### src/rtl/gpio_rgb_scheduler_if.sv
// gpio_rgb_scheduler_if
//   Bundles the channel handshakes and the GPIO output beat of the RGB scheduler.
//   slave  : scheduler side (takes start/req/data, drives acks and GPIO beat)
//   master : producer/board side (drives start/req/data, observes acks and GPIO beat)
//   Signals: start, reqR/G/B, dataR/G/B, ackR/G/B, GPIO, GPIOEnR/G/B, GPIOEn,
//            busy, beat_count
interface gpio_rgb_scheduler_if #(
    parameter int unsigned BUS_W = 128
) ();
    logic             start;
    logic             reqR;
    logic             reqG;
    logic             reqB;
    logic [BUS_W-1:0] dataR;
    logic [BUS_W-1:0] dataG;
    logic [BUS_W-1:0] dataB;
    logic             ackR;
    logic             ackG;
    logic             ackB;
    logic [BUS_W-1:0] GPIO;
    logic             GPIOEnR;
    logic             GPIOEnG;
    logic             GPIOEnB;
    logic             GPIOEn;
    logic             busy;
    logic [15:0]      beat_count;

    modport master (
        output start, reqR, reqG, reqB, dataR, dataG, dataB,
        input  ackR, ackG, ackB, GPIO, GPIOEnR, GPIOEnG, GPIOEnB, GPIOEn, busy, beat_count
    );

    modport slave (
        input  start, reqR, reqG, reqB, dataR, dataG, dataB,
        output ackR, ackG, ackB, GPIO, GPIOEnR, GPIOEnG, GPIOEnB, GPIOEn, busy, beat_count
    );
endinterface

### src/rtl/gpio_rgb_scheduler.sv
// gpio_rgb_scheduler
//   Shares one 128-bit GPIO port between the R, G and B result streams. After a
//   header beat (GPIOEn) it grants channel requests round-robin, clamps each lane
//   to 0..255 (when SAT_EN) and emits the captured beat one cycle after its ack.
//   Ports:
//     clk  : system clock, rising edge
//     rst  : synchronous active-high reset
//     bus  : slave side of gpio_rgb_scheduler_if (start, req/data in, acks and
//            GPIO beat, enables, busy, beat_count out)
module gpio_rgb_scheduler #(
    parameter int unsigned LANES      = 4,
    parameter int unsigned LANE_W     = 32,
    parameter bit          SAT_EN     = 1'b1,
    parameter int unsigned HDR_CYCLES = 1
) (
    input logic                 clk,
    input logic                 rst,
    gpio_rgb_scheduler_if.slave bus
);
    localparam int unsigned BUS_W = LANES * LANE_W;

    localparam logic [1:0] PtrR = 2'd0;
    localparam logic [1:0] PtrG = 2'd1;
    localparam logic [1:0] PtrB = 2'd2;

    typedef enum logic [1:0] {StIdle, StHeader, StServe, StDrain} state_t;

    state_t           r_state;
    state_t           w_state_d;
    logic [1:0]       r_ptr;
    logic [1:0]       w_ptr_d;
    logic [3:0]       r_hdr_cnt;
    logic [15:0]      r_beat_cnt;
    logic [BUS_W-1:0] r_gpio;
    logic [2:0]       r_en;      // {B, G, R}
    logic [2:0]       w_req;     // {B, G, R}
    logic [2:0]       w_grant;   // {B, G, R}, one-hot or zero
    logic [BUS_W-1:0] w_sel_data;

    function automatic logic [BUS_W-1:0] clamp_lanes(input logic [BUS_W-1:0] din);
        logic [BUS_W-1:0]  dout;
        logic [LANE_W-1:0] lane;
        dout = din;
        if (SAT_EN) begin
            for (int i = 0; i < int'(LANES); i++) begin
                lane = din[i*LANE_W +: LANE_W];
                if (lane > LANE_W'(255)) begin
                    dout[i*LANE_W +: LANE_W] = LANE_W'(255);
                end
            end
        end
        return dout;
    endfunction

    assign w_req = {bus.reqB, bus.reqG, bus.reqR};

    // State register
    always_ff @(posedge clk) begin
        if (rst) begin
            r_state <= StIdle;
        end else begin
            r_state <= w_state_d;
        end
    end

    // Next state
    always_comb begin
        w_state_d = r_state;
        unique case (r_state)
            StIdle:   if (bus.start) w_state_d = StHeader;
            StHeader: if (r_hdr_cnt == 4'(HDR_CYCLES - 1)) w_state_d = StServe;
            StServe:  if (!bus.start) w_state_d = StDrain;
            StDrain:  w_state_d = StIdle;
            default:  w_state_d = StIdle;
        endcase
    end

    // Round-robin grant: pointer channel first, then R->G->B->R order. A falling
    // start suppresses the grant in the same cycle.
    always_comb begin
        w_grant = 3'b000;
        if (r_state == StServe && bus.start) begin
            unique case (r_ptr)
                PtrR: begin
                    if (w_req[0])      w_grant = 3'b001;
                    else if (w_req[1]) w_grant = 3'b010;
                    else if (w_req[2]) w_grant = 3'b100;
                end
                PtrG: begin
                    if (w_req[1])      w_grant = 3'b010;
                    else if (w_req[2]) w_grant = 3'b100;
                    else if (w_req[0]) w_grant = 3'b001;
                end
                PtrB: begin
                    if (w_req[2])      w_grant = 3'b100;
                    else if (w_req[0]) w_grant = 3'b001;
                    else if (w_req[1]) w_grant = 3'b010;
                end
                default: w_grant = 3'b000;
            endcase
        end
    end

    always_comb begin
        w_ptr_d    = r_ptr;
        w_sel_data = '0;
        unique case (w_grant)
            3'b001: begin w_ptr_d = PtrG; w_sel_data = bus.dataR; end
            3'b010: begin w_ptr_d = PtrB; w_sel_data = bus.dataG; end
            3'b100: begin w_ptr_d = PtrR; w_sel_data = bus.dataB; end
            default: ;
        endcase
    end

    // Datapath: capture on grant, emit next cycle, otherwise drive zeros.
    always_ff @(posedge clk) begin
        if (rst) begin
            r_ptr      <= PtrR;
            r_hdr_cnt  <= '0;
            r_beat_cnt <= '0;
            r_gpio     <= '0;
            r_en       <= '0;
        end else begin
            r_ptr  <= w_ptr_d;
            r_en   <= w_grant;
            r_gpio <= (|w_grant) ? clamp_lanes(w_sel_data) : '0;
            if (r_state == StHeader) r_hdr_cnt <= r_hdr_cnt + 4'd1;
            else                     r_hdr_cnt <= '0;
            if (r_state == StIdle && bus.start) r_beat_cnt <= '0;
            else if (|w_grant)                  r_beat_cnt <= r_beat_cnt + 16'd1;
        end
    end

    assign bus.ackR       = w_grant[0];
    assign bus.ackG       = w_grant[1];
    assign bus.ackB       = w_grant[2];
    assign bus.GPIO       = r_gpio;
    assign bus.GPIOEnR    = r_en[0];
    assign bus.GPIOEnG    = r_en[1];
    assign bus.GPIOEnB    = r_en[2];
    assign bus.GPIOEn     = (r_state == StHeader);
    assign bus.busy       = (r_state != StIdle);
    assign bus.beat_count = r_beat_cnt;
endmodule

### src/flat_wrapper.sv
// flat-port wrapper written by rule: the top's interface ports become plain ports
module gpio_rgb_scheduler_flat 
#(
    parameter int unsigned LANES      = 4,
    parameter int unsigned LANE_W     = 32,
    parameter bit          SAT_EN     = 1'b1,
    parameter int unsigned HDR_CYCLES = 1
)
  (clk, rst, bus_start, bus_reqR, bus_reqG, bus_reqB, bus_dataR, bus_dataG, bus_dataB, bus_ackR, bus_ackG, bus_ackB, bus_GPIO, bus_GPIOEnR, bus_GPIOEnG, bus_GPIOEnB, bus_GPIOEn, bus_busy, bus_beat_count);
  gpio_rgb_scheduler_if bus_i ();
  input logic clk;
  input logic rst;
  input wire logic [$bits(bus_i.start)-1:0] bus_start;
  input wire logic [$bits(bus_i.reqR)-1:0] bus_reqR;
  input wire logic [$bits(bus_i.reqG)-1:0] bus_reqG;
  input wire logic [$bits(bus_i.reqB)-1:0] bus_reqB;
  input wire logic [$bits(bus_i.dataR)-1:0] bus_dataR;
  input wire logic [$bits(bus_i.dataG)-1:0] bus_dataG;
  input wire logic [$bits(bus_i.dataB)-1:0] bus_dataB;
  output wire logic [$bits(bus_i.ackR)-1:0] bus_ackR;
  output wire logic [$bits(bus_i.ackG)-1:0] bus_ackG;
  output wire logic [$bits(bus_i.ackB)-1:0] bus_ackB;
  output wire logic [$bits(bus_i.GPIO)-1:0] bus_GPIO;
  output wire logic [$bits(bus_i.GPIOEnR)-1:0] bus_GPIOEnR;
  output wire logic [$bits(bus_i.GPIOEnG)-1:0] bus_GPIOEnG;
  output wire logic [$bits(bus_i.GPIOEnB)-1:0] bus_GPIOEnB;
  output wire logic [$bits(bus_i.GPIOEn)-1:0] bus_GPIOEn;
  output wire logic [$bits(bus_i.busy)-1:0] bus_busy;
  output wire logic [$bits(bus_i.beat_count)-1:0] bus_beat_count;
  assign bus_i.start = bus_start;
  assign bus_i.reqR = bus_reqR;
  assign bus_i.reqG = bus_reqG;
  assign bus_i.reqB = bus_reqB;
  assign bus_i.dataR = bus_dataR;
  assign bus_i.dataG = bus_dataG;
  assign bus_i.dataB = bus_dataB;
  assign bus_ackR = bus_i.ackR;
  assign bus_ackG = bus_i.ackG;
  assign bus_ackB = bus_i.ackB;
  assign bus_GPIO = bus_i.GPIO;
  assign bus_GPIOEnR = bus_i.GPIOEnR;
  assign bus_GPIOEnG = bus_i.GPIOEnG;
  assign bus_GPIOEnB = bus_i.GPIOEnB;
  assign bus_GPIOEn = bus_i.GPIOEn;
  assign bus_busy = bus_i.busy;
  assign bus_beat_count = bus_i.beat_count;
  gpio_rgb_scheduler #(.LANES(LANES), .LANE_W(LANE_W), .SAT_EN(SAT_EN), .HDR_CYCLES(HDR_CYCLES)) u_core (.clk(clk), .rst(rst), .bus(bus_i));
endmodule
### config.mk
export PLATFORM = sky130hd
export DESIGN_NAME = gpio_rgb_scheduler_flat
export DESIGN_NICKNAME = d
export VERILOG_FILES = /design/src/rtl/gpio_rgb_scheduler_if.sv /design/src/rtl/gpio_rgb_scheduler.sv /design/src/flat_wrapper.sv
export SDC_FILE = /design/constraint.sdc
export NUM_CORES = 1
export LEC_CHECK = 0
export ABC_AREA = 1
export CORE_AREA = 2 2 209 211
export CTS_CLUSTER_DIAMETER = 30
export DETAILED_ROUTE_END_ITERATION = 16
export DIE_AREA = 0 0 211 213
export PLACE_DENSITY = 0.5
export SYNTH_ARGS = -nofsm -noshare
export SYNTH_HDL_FRONTEND = slang
export SYNTH_SLANG_ARGS = --single-unit
### constraint.sdc
create_clock -name clk -period 5.4 [get_ports clk]
set_clock_uncertainty 0.15 [all_clocks]
set_input_delay 1.08 -clock clk [delete_from_list [all_inputs] [get_ports clk]]
set_output_delay 1.08 -clock clk [all_outputs]
set_load 0.005 [all_outputs]
==> metrics.csv, run 1 <==
metric;value;unit
path_clk_slew;0.06;ns
worstSetupPathType;in -> out;
rsz0062_at_grt;false;
dr_total_vias;9460;
num-nets-final;2041;
fp.dieArea;44900;um2
cts_sinks;155;
slew_violations;0;
cts_resized;0;
min_path_type;reg -> reg;
gp_congestion;0.888;
synth_area;7250;um2
cts_root_buffer;clkbuf_16;
slowest_stage;clkdlybuf4s50_1;
die-height;213;um
status;finished, final reports clean;
first_iter_violations;456;
regArea;3100;um2
cts_tree;yes;
p_leak;5.73;nW
synth.distinct_cells;31;
grt_pass1_wl;60000;um
power_density;257;nW/um2
worstPathMaxFanout;31;
hold_violations;0;
timing.final.crit_share;82.4;%
gr-total-overflow;0;
yosysWarningCount;0;
cts_setup_buffers;0;
cp_top_family;buffers and inverters;
cp.required;4.17;ns
period_needed;4.45;ns
tightestPinTransition;0.915;ns
dieWidth;211;um
io_pins;542;
final_cells;2208;
gr-usage-met1;20.3;%
worstPathArrival;3.22;ns
relSlewSlack;39.0;%
cap_violations;0;
grt_antenna_before_repair;9;
core_area;42700;um2
busiest_layer;met2;
postLayoutCoreUtil;33.0;%
ctsLongestPathBuffers;2;
viasPerCell;4.28;
multi_input_area;4070;um2
synth_seq_area_share;42.8;%
ant_nets;0;
routed_wl;42900;um
cts_hold_buf;0;
cp-start-kind;input pin;
routedWlPerCell;19.4;um
end_kind;primary output;
peakVddDrop;0.159;mV
first_global_vias;9374;
cts_buffers;17;
crit_chain;clkdlybuf4s50_1 > nand2_1 > clkinv_1 > nand2_2 > clkinv_2 > nand2_1 > inv_2 > clkdlybuf4s50_1;
port_buffers;541;
dpl_cell_area;13500;um2
route.detailed.drc;0;
drtPass1Iterations;5;
dp_hpwl;35100;um
dpl.cell_count;2172;
crit_path_max_incr_delay;0.61;ns
nFillCells;4626;
avgSynthCellArea;6.88;um2
timing.fmax;0.225;GHz
ys_seq_elements;155;
worst_skew_pair.late_latency;0.43;ns
grt_usage;18.5;%
synth_cells;1053;
setup-violations-final;0;
initial_utilization;17.0;%
gr-usage-met2;33.5;%
grtUsageMet3;5.29;%
setup_tns;0;ns
synthToLayoutAreaGrowth;94.1;%
final_cell_area;14100;um2
grt_start_max_net_pins;97;
cts_htree_levels;4;
drive_gt1_share;3.44;%
path_buf_inv;5;
fp-row-count;76;
[cells in the mapped netlist]
master | count | area share, %
nand3_1 | 414 | 29
nand2_1 | 168 | 8.7
dfxtp_1 | 155 | 43
nor2_1 | 151 | 7.8
buf_2 | 37 | 2.6
clkbuf_1 | 27 | 1.4
inv_1 | 27 | 1.4
a21oi_1 | 15 | 1.0
o21ai_0 | 9 | 0.62
buf_1 | 8 | 0.41
ha_1 | 6 | 1.0
nand3_2 | 5 | 0.69
nor3_1 | 5 | 0.35
nand2_2 | 3 | 0.26
xnor2_1 | 3 | 0.36
buf_6 | 2 | 0.31
clkinv_1 | 2 | 0.10
nor4_1 | 2 | 0.17
o21bai_1 | 2 | 0.21
a211oi_1 | 1 | 0.10
a21boi_0 | 1 | 0.10
buf_4 | 1 | 0.10
conb_1 | 1 | 0.052
inv_2 | 1 | 0.052
nor2_2 | 1 | 0.086
nor2_4 | 1 | 0.16
nor3b_1 | 1 | 0.10
o211a_1 | 1 | 0.14
o21a_1 | 1 | 0.10
o31ai_1 | 1 | 0.10
or2_2 | 1 | 0.086
[routing by layer]
metal | up-vias | part of all wire, %
li1 | 4633 | -
met1 | 4282 | 39
met2 | 482 | 49
met3 | 63 | 8.5
met4 | 0 | 3.1
met5 | - | 0
[stage by stage]
stage	hold WS [ns]	worst slack, ns	total power [mW]
finish	0.310	0.948	3.62
global route	0.332	0.773	3.85
CTS	0.316	0.884	3.69
detailed placement	0.301	0.770	2.55
global placement	0.290	0.768	2.55
floorplan	0.280	2.22	1.82
[flip-flops by register name, summed over array words and instances (netlist names)]
register / count
u_core.bus.GPIO: 128
u_core.r_ptr: 2
u_core.r_en: 3
u_core.r_state: 2
u_core.bus.beat_count: 16
u_core.r_hdr_cnt: 4
[path summary, 6_finish.rpt]
path	from	to	slack (ns)	depth (start not counted)
hold reg to reg	u_core.r_hdr_cnt[0]	u_core.r_hdr_cnt[0]	0.31	1
setup reg to reg	u_core.r_state[0]	u_core.bus.GPIO[0]	1.91	17
setup / recovery	bus_start	bus_ackG	0.95	8
hold / removal	u_core.r_hdr_cnt[0]	u_core.r_hdr_cnt[0]	0.31	1
[worst register-to-register path, cell delays in order, from the launching register on]
cell,delay [ns]
dfxtp_1,0.33
inv_1,0.08
ha_1,0.24
nand2_1,0.08
clkinv_1,0.07
nand2_2,0.10
clkinv_2,0.39
nand2_1,0.34
inv_2,0.06
buf_4,0.29
nand2_1,0.12
nand3_1,0.07
nor2_1,0.25
nand2_1,0.08
nor2_1,0.20
nand3_2,0.28
nor2_1,0.18
nor2_1,0.05
[cells in the final DEF (no fill, tap or decap), types with 2 or more instances in the layout]
cell type	Yosys	layout
nor3_1	5	5
diode_2	0	4
nand2_2	3	2
conb_1	1	96
clkinv_2	0	3
nand2_4	0	2
o21ai_0	9	9
dfxtp_1	155	155
nand2_1	168	167
clkinv_1	2	2
inv_6	0	3
buf_12	0	3
inv_1	27	26
clkinv_4	0	4
a21oi_1	15	15
xnor2_1	3	3
nor4_1	2	2
nand3_1	414	414
nand3_2	5	5
inv_8	0	3
clkdlybuf4s50_1	0	541
nor2_1	151	150
o21bai_1	2	2
ha_1	6	6
clkbuf_1	27	2
nor2_4	1	3
buf_4	1	9
clkbuf_16	0	17
[power breakdown]
part | internal, mW | switching [mW]
combinational | 0.562 | 0.687
sequential | 1.22 | 0.0270
clock | 0.614 | 0.505
total | 2.40 | 1.22
[cell type report]
| class | instances | area share (%) |
|---|---|---|
| antenna | 4 | 0.0711 |
| clock buffer | 20 | 3.17 |
| clock inverter | 12 | 0.747 |
| inverter | 30 | 0.809 |
| multi-input combinational | 888 | 28.9 |
| sequential | 155 | 22.0 |
| tap | 546 | 4.85 |
| timing repair buffer | 553 | 39.4 |
[kinds of logic (layout without fill, tap and decap cells)]
logic type | after synthesis | count (layout) | synth area share, %
AOI/OAI and AO/OA | 31 | 31 | 2.42
xor gates and xnor gates | 3 | 3 | 0.363
adders and majority gates | 6 | 6 | 1.04
buffers and inverters | 105 | 615 | 6.33
DFF | 155 | 155 | 42.8
other | 1 | 100 | 0.0517
and+or+nand+nor | 752 | 752 | 47.0
Power figures use the tool's default switching activity.
==> run 2, diff against run 1 <==
--- a/config.mk
+++ b/config.mk
@@ -10,7 +10,7 @@
 export CTS_CLUSTER_DIAMETER = 30
 export DETAILED_ROUTE_END_ITERATION = 16
 export DIE_AREA = 0 0 211 213
-export PLACE_DENSITY = 0.5
+export PLACE_DENSITY = 0.52
 export SYNTH_ARGS = -nofsm -noshare
 export SYNTH_HDL_FRONTEND = slang
 export SYNTH_SLANG_ARGS = --single-unit
==> constraint.sdc (replaced) <==
create_clock -name clk -period 3.7 [get_ports clk]
set_clock_uncertainty 0.15 [all_clocks]
set_input_delay 0.74 -clock clk [delete_from_list [all_inputs] [get_ports clk]]
set_output_delay 0.74 -clock clk [all_outputs]
set_load 0.005 [all_outputs]
==> run 2 against run 1 <==
Compared with the run above: routed wire length fell by 1.3%; global-route usage fell by 0.26 points; hold slack improved by 0.025 ns; register-to-register slack got worse by 1.2 ns; largest power group is now combinational logic.
==> metrics.csv, run 2 (synthesized netlist as in run 1, its figures left out) <==
metric;value;unit;change
status;finished, final reports clean;;
setup_ws;0.291;ns;-0.657 ns
first_global_vias;9370;;-0.043%
synthToLayoutAreaGrowth;95.7;%;
dieWidth;211;um;unchanged
setup-violations-final;0;;unchanged
grt_antenna_before_repair;6;;-3
grt_pass1_wl;60000;um;about the same
num-nets-final;2046;;+0.24%
slowest_stage;clkdlybuf4s50_1;;
postLayoutCoreUtil;33.2;%;+0.27 points
dp_hpwl;34600;um;-1.3%
cap_violations;0;;unchanged
cts_buffers;17;;unchanged
place_ws;0.144;ns;-0.626 ns
cts_resized;0;;unchanged
largest_reg_flops;128;;unchanged
setup_tns;0;ns;unchanged
relSlewSlack;62.8;%;+24 points
hold_violations;0;;unchanged
cts_tree;yes;;
viasPerCell;4.29;;about the same
dr_total_vias;9466;;+0.063%
drtPass1Iterations;5;;unchanged
crit_path_max_incr_delay;0.60;ns;about the same
cts_hold_buf;0;;unchanged
peakVddDrop;0.238;mV;+49%
cts_root_buffer;clkbuf_16;;
worstSetupPathType;in -> out;;
cts_htree_levels;4;;unchanged
cp-start-kind;input pin;;
hold_ws;0.336;ns;+0.0253 ns
cts_setup_buffers;0;;unchanged
rsz0062_at_grt;false;;
cts_sinks;155;;unchanged
final_common_cell;clkdlybuf4s50_1;;
first_iter_violations;525;;+15%
crit_chain;clkdlybuf4s50_1 > nand2_1 > clkinv_1 > nand2_2 > nor2_4 > nand2_2 > inv_1 > clkdlybuf4s50_1;;
slew_violations;0;;unchanged
gr-total-overflow;0;;unchanged
gp_congestion;0.899;;+1.3%
nFillCells;4521;;-2.3%
port_buffers;541;;unchanged
worstPathMaxFanout;4;;-87%
timing.final.crit_share;92.1;%;
r2r_slack;0.69;ns;-1.22 ns
min_path_type;reg -> reg;;
fp-row-count;76;;unchanged
period_needed;3.41;ns;
route.detailed.drc;0;;unchanged
grt_usage;18.2;%;-0.26 points
worstPathArrival;2.52;ns;-0.70 ns
core_area;42700;um2;unchanged
gr-usage-met2;32.8;%;-0.70 points
ant_nets;0;;unchanged
grtUsageMet3;4.82;%;-0.47 points
gr-usage-met1;21.0;%;+0.71 points
final_cell_mix;clkdlybuf4s50_1 (541), nand3_1 (414), nand2_1 (167);;
die-height;213;um;unchanged
routed_wl;42300;um;-1.3%
busiest_layer;met2;;
totalPowerFinal;5.41;mW;+50%
tightestPinTransition;0.558;ns;-0.358 ns
fp.dieArea;44900;um2;unchanged
initial_utilization;17.0;%;unchanged
timing.fmax;0.293;GHz;
worst_skew_pair.late_latency;0.43;ns;about the same
routedWlPerCell;19.2;um;-1.3%
power_density;381;nW/um2;+48%
ctsLongestPathBuffers;2;;unchanged
p_leak;5.78;nW;+0.89%
diodes;0;;-4
cp.required;2.81;ns;-1.36 ns
path_clk_slew;0.07;ns;about the same
grt_start_max_net_pins;97;;unchanged
drive_gt1_share;3.85;%;+0.41 points
io_pins;542;;unchanged
end_kind;primary output;;
==> run 2: changes by cell type in the layout (fill, tap and decap cells not counted), sizes merged <==
cell      delta
clkinvlp     +1
inv          +1
clkinv       +1
diode        -4
buf          +5
clkbuf       -3
==> run 2: worst paths after layout <==
| path | start | to | cells after the start |
|---|---|---|---|
| worst max-delay path | bus_start | bus_ackR | 8 |
| worst max register to register | u_core.r_state[0] | u_core.bus.GPIO[68] | 15 |
| worst min register to register | u_core.r_hdr_cnt[0] | u_core.r_hdr_cnt[0] | 1 |
| worst min-delay path | u_core.r_hdr_cnt[0] | u_core.r_hdr_cnt[0] | 1 |
==> run 2: power breakdown <==
part           internal [mW]  total [mW]  switching (mW)  leakage (nW)
registers               1.78        1.82          0.0406          1.29
clock network          0.912        1.73           0.814         0.290
logic                  0.838        1.86            1.02          4.20
total                   3.53        5.41            1.88          5.78
==> run 2: critical path: cells and delay by family <==
| kind | cells | cell delay, ns |
|---|---|---|
| buffers and inverters | 4 | 1.37 |
| and+or+nand+nor | 4 | 0.41 |
==> run 2: routing by layer <==
layer,vias up,wire length (um)
met1,4273,16600
met3,50,3750
met2,493,21000
met5,-,28
met4,4,972
li1,4646,-
==> run 2: final cells by class <==
cell class	count	area, um2	share of cell area (%)
flip-flops and latches	155	3100	21.9
repair buffers	558	5620	39.6
multi-input cells	888	4070	28.7
clock buffers	17	425	3.00
well taps	546	683	4.82
inverters	30	114	0.803
clock inverters	15	175	1.23
==> run 2: metrics by stage <==
stage               area (um2)  instances
floorplan                 7610       1148
global placement         13600       2177
detailed placement       13600       2177
CTS                      14200       2209
global route             14200       2209
finish                   14200       2209
